$ cat src/rtl/mem_port_arbiter.sv
// Arbiter sharing one single-port memory between the CPU fetch (I) and load/store (D) ports.
// Serialises accesses as IDLE -> ACCESS -> WAIT -> RESP and returns read data in per-port registers.
module mem_port_arbiter #(
  parameter int MEM_LATENCY = 1,
  parameter int PRIO_MODE   = 0
) (
  input  logic        clk,
  input  logic        rst,
  input  logic        i_req,
  input  logic [31:0] i_addr,
  output logic [31:0] i_rdata,
  output logic        i_valid,
  input  logic        d_req,
  input  logic [31:0] d_addr,
  input  logic [3:0]  d_we,
  input  logic [31:0] d_wdata,
  output logic [31:0] d_rdata,
  output logic        d_valid,
  output logic        mem_cs,
  output logic [31:0] mem_addr,
  output logic [3:0]  mem_we,
  output logic [31:0] mem_wdata,
  input  logic [31:0] mem_rdata,
  output logic        busy
);

  localparam logic [1:0] IDLE   = 2'd0;
  localparam logic [1:0] ACCESS = 2'd1;
  localparam logic [1:0] WAIT   = 2'd2;
  localparam logic [1:0] RESP   = 2'd3;

  localparam logic [3:0] WAIT_LOAD = 4'(MEM_LATENCY - 1);

  logic [1:0] state;
  logic [3:0] wait_cnt;
  logic       last_grant_d;
  logic       grant_d;
  logic       grant_rd;
  logic       pick_d;

  // Tie-break: round-robin toggles away from the last winner; priority mode always favours D.
  always_comb begin
    pick_d = 1'b0;
    if (d_req && !i_req) begin
      pick_d = 1'b1;
    end else if (d_req && i_req) begin
      pick_d = (PRIO_MODE != 0) ? 1'b1 : !last_grant_d;
    end
  end

  assign busy = (state != IDLE);

  always_ff @(posedge clk or negedge rst) begin
    if (!rst) begin
      state        <= IDLE;
      wait_cnt     <= 4'd0;
      last_grant_d <= 1'b1;
      grant_d      <= 1'b0;
      grant_rd     <= 1'b0;
      mem_cs       <= 1'b0;
      mem_we       <= 4'h0;
      mem_addr     <= 32'h0;
      mem_wdata    <= 32'h0;
      i_valid      <= 1'b0;
      d_valid      <= 1'b0;
      i_rdata      <= 32'h0;
      d_rdata      <= 32'h0;
    end else begin
      mem_cs  <= 1'b0;
      mem_we  <= 4'h0;
      i_valid <= 1'b0;
      d_valid <= 1'b0;
      case (state)
        IDLE: begin
          if (i_req || d_req) begin
            state        <= ACCESS;
            grant_d      <= pick_d;
            last_grant_d <= pick_d;
            grant_rd     <= !pick_d || (d_we == 4'h0);
            mem_cs       <= 1'b1;
            mem_addr     <= pick_d ? d_addr : i_addr;
            mem_we       <= pick_d ? d_we : 4'h0;
            mem_wdata    <= pick_d ? d_wdata : 32'h0;
          end
        end
        ACCESS: begin
          state    <= WAIT;
          wait_cnt <= WAIT_LOAD;
        end
        WAIT: begin
          // Read data is captured on the edge leaving WAIT so it is visible alongside valid.
          if (wait_cnt == 4'd0) begin
            state   <= RESP;
            d_valid <= grant_d;
            i_valid <= !grant_d;
            if (grant_rd) begin
              if (grant_d) begin
                d_rdata <= mem_rdata;
              end else begin
                i_rdata <= mem_rdata;
              end
            end
          end else begin
            wait_cnt <= wait_cnt - 4'd1;
          end
        end
        RESP: begin
          state <= IDLE;
        end
        default: begin
          state <= IDLE;
        end
      endcase
    end
  end

endmodule
$ cat config.mk
export PLATFORM = sky130hd
export DESIGN_NAME = mem_port_arbiter
export DESIGN_NICKNAME = d
export VERILOG_FILES = /design/src/rtl/mem_port_arbiter.sv
export SDC_FILE = /design/constraint.sdc
export NUM_CORES = 1
export LEC_CHECK = 0
export BUFFER_PORTS_ARGS = -buffer_cell sky130_fd_sc_hd__buf_4
export CORE_MARGIN = 5
export CORE_UTILIZATION = 37
export DETAILED_ROUTE_END_ITERATION = 7
export GPL_TIMING_DRIVEN = 0
export PLACE_DENSITY = 0.66
export SLEW_MARGIN = 0
export SYNTH_ARGS = -nofsm -noshare
export SYNTH_HDL_FRONTEND = slang
export SYNTH_SLANG_ARGS = --single-unit
$ cat constraint.sdc
create_clock -name clk -period 2.2 [get_ports clk]
set_input_delay 0 -clock clk [delete_from_list [all_inputs] [get_ports clk]]
set_output_delay 0 -clock clk [all_outputs]
set_load 0.005 [all_outputs]
==> results.toml <==
[power_and_ir_drop]
power_frac_seq = 0.367
irDropWorstVdd_uv = 591.3
p_leak_nw = 4.988
clockPowerShare = 0.217
p_switching_w = 0.003994
swShare = 0.3122
power_density_nw_per_um2 = 1268
power_frac_comb = 0.415
p_int_w = 0.008796

[global_routing]
grt_max_degree = 78
grt_usage = 0.2081
antenna_found_initial = 0
grt_pass1_wl_mm = 29.57
gr-total-overflow = 0
grt_pass1_vias = 5646

[floorplan]
dieWidth_um = 135.7
start_util = 0.3720
rows = 46
fp.dieH_um = 135.7
io-pin-count = 272
core_area_um2 = 15710
die-area_um2 = 18410

[synthesis]
yosys_warnings = 0
ys_seq_area_frac = 0.6168
syn_avg_cell_area_um2 = 14.25
synth_cell_type_count = 35
synth_seq_cells = 144
netlist_area_um2 = 5844
syn_nets = 551
syn-instance-count = 410

[min_path]
hold_class = "in -> async"

[detailed_routing]
drc = 0
vias = 5108
final_antenna_net_count = 0
via_per_inst = 4.810
routed_wl_mm = 19.11
drt-initial-drc-count = 229
wire_per_inst_um = 18.00
dr.pass1.iters = 4

[sta]
max_freq_ghz = 0.4725
max-slew-margin-rel = 0.5676
rsz0062_at_grt = "no"
final.min_clock_period_ns = 2.116
report.final.setup_viol = 0
holdWs_ns = 0.1437
post-route-period-util = 0.9619
fin_tns_setup_ns = 0
hold_violations = 0
finalMaxSlewViolations = 0
tightest_slew_ns = 0.6486
skew_ns = 0.01211

[clock_tree]
cts_tree = "yes"
cts_sinks = 144
ctsHtreeMaxLevel = 4
post_cts_buffers = 0
clockRootBuffer = "clkbuf_16"
cts.clk_slew.worst_paths_ns = 0.06
cts.path.max_buffers = 2
clock_latency_ns = 0.42
cts_buffers = 17

[worst_setup_path]
start_kind = "register"
cp.buffers_inverters = 3
endpoint_kind = "register"
path_class = "reg -> reg"
critPathSlowestCell = "dlygate4sd3_1"
regToRegSetupSlack_ns = 0.08
path_cells = "a21boi_1 -> buf_4 -> buf_6 -> mux2i_2 -> dlygate4sd3_1 -> o21ai_0"
cp.required_ns = 2.48
cp_slowest_stage_delay_ns = 0.63
crit_family = "buffers and inverters"
worst-path-max-fanout = 10
worstPathArrival_ns = 2.40

[status]
status = "finished clean"

[placed_design]
port_buffers = 271
place_hpwl_mm = 12.83
globalplace.congestion = 0.8177
dp_cells = 898

[layout]
finalNonFillerCells = 1062
area_growth_pct = 72.62
final_common_cell = "buf_4"
diodes = 0
layout_common_cells = "buf_4 (275), dfrtp_1 (143), dlygate4sd3_1 (133)"
layout.nets = 975
drive_gt1_frac = 0.4610

[flow_run]
drv_cap = 0
==> cell type report <==
class	instances	area (um^2)
Multi-Input combinational cell	234	2036
Tap cell	216	270.3
Fill cell	1179	5624
Inverter	6	22.52
Clock buffer	18	439.2
Sequential cell	144	3605
Timing Repair Buffer	405	3397
Buffer	26	192.7
Clock inverter	13	126.4
==> per-layer routing <==
metal | GRT usage | part of all wire
met1 | 0.2410 | 0.39
met4 | 0.07279 | 0.018
met5 | 0 | 0
met2 | 0.3601 | 0.50
met3 | 0.07058 | 0.088
==> synth_stat cells, drive strengths merged <==
library cell  number  area (um^2)
o21ai             36        180.2
dfrtp            143         3578
nor2b              2        12.51
and4bb             1        16.27
nand3b             1        11.26
o22a               1        8.760
clkbuf             9        33.78
xnor2              1        8.760
ha                 5        62.56
buf               17        155.1
or4                1        7.510
dfstp              1        26.28
nor2               3        11.26
or3b               1        8.760
nor3               1        5.000
nand3              1        5.000
a22o              32        280.3
nand2b             1        6.260
and3               5        36.28
nand2             36        135.1
mux2i             34        340.3
a21boi             1        7.510
a21oi              1        5.000
a22oi              1        7.510
mux2              65        844.6
a21o               2        15.01
inv                6        22.52
and2               2        12.51
==> cell families after synthesis <==
kind of cell / synth area share
DFF: 0.6168
AOI/OAI and AO/OA: 0.08628
xor gates and xnor gates: 0.001499
and+or+nand+nor: 0.04581
muxes: 0.2027
buffers and inverters: 0.03618
adders and majority gates: 0.01070
==> worst register-to-register path: cells and delay by family (launching register included) <==
kind / cells / cell delay (ns)
flip-flops: 1 / 0.37
buffers and inverters: 3 / 1.08
AO/OA/AOI/OAI: 2 / 0.23
multiplexers: 1 / 0.29
==> final timing paths <==
| kind | from | endpoint | cells after the start |
|---|---|---|---|
| max in group asynchronous | rst | mem_wdata[24] | 3 |
| worst max register to register | last_grant_d | mem_addr[11] | 6 |
| worst max-delay path | last_grant_d | mem_addr[11] | 6 |
| worst min-delay path | rst | i_rdata[24] | 2 |
| worst min register to register | mem_addr[25] | mem_addr[25] | 2 |
| min in group clk | d_req | state[0] | 4 |
==> state kept, by name, indices dropped and copies added, names as in the netlist <==
| register | flops |
|---|---|
| grant_d | 1 |
| mem_cs | 1 |
| mem_addr | 32 |
| mem_we | 4 |
| wait_cnt | 4 |
| mem_wdata | 32 |
| d_valid | 1 |
| grant_rd | 1 |
| state | 2 |
| last_grant_d | 1 |
| d_rdata | 32 |
| i_rdata | 32 |
| i_valid | 1 |
==> power by group through the flow <==
stage	sequential, W	clock, W	combinational, W
after floorplan	0.00467	0	0.00222
after global placement	0.00464	0	0.00494
after detailed placement	0.00469	0	0.00506
after CTS	0.00467	0.00286	0.00531
after global routing	0.00484	0.00298	0.00573
final	0.00470	0.00278	0.00531
==> stage by stage <==
stage          utilization  worst slack [ns]  instance area [um^2]  total power (W)
6_report            0.6421           0.08378                 10090          0.01279
3_5_place_dp        0.5206           0.05568                  8180         0.009750
5_1_grt             0.6421           0.03658                 10090          0.01355
3_3_place_gp        0.5186            0.1459                  8149         0.009576
2_1_floorplan            -            0.3860                  5844         0.006894
4_1_cts             0.6413           0.04543                 10080          0.01285
==> repair_timing <==
item | 4_1_cts | 5_1_grt
hold buffers | 133 | 0
resized for setup | 0 | 3
setup endpoints to repair | 0 | 11
hold endpoints to repair | 200 | 0
Power figures use the tool's default switching activity.
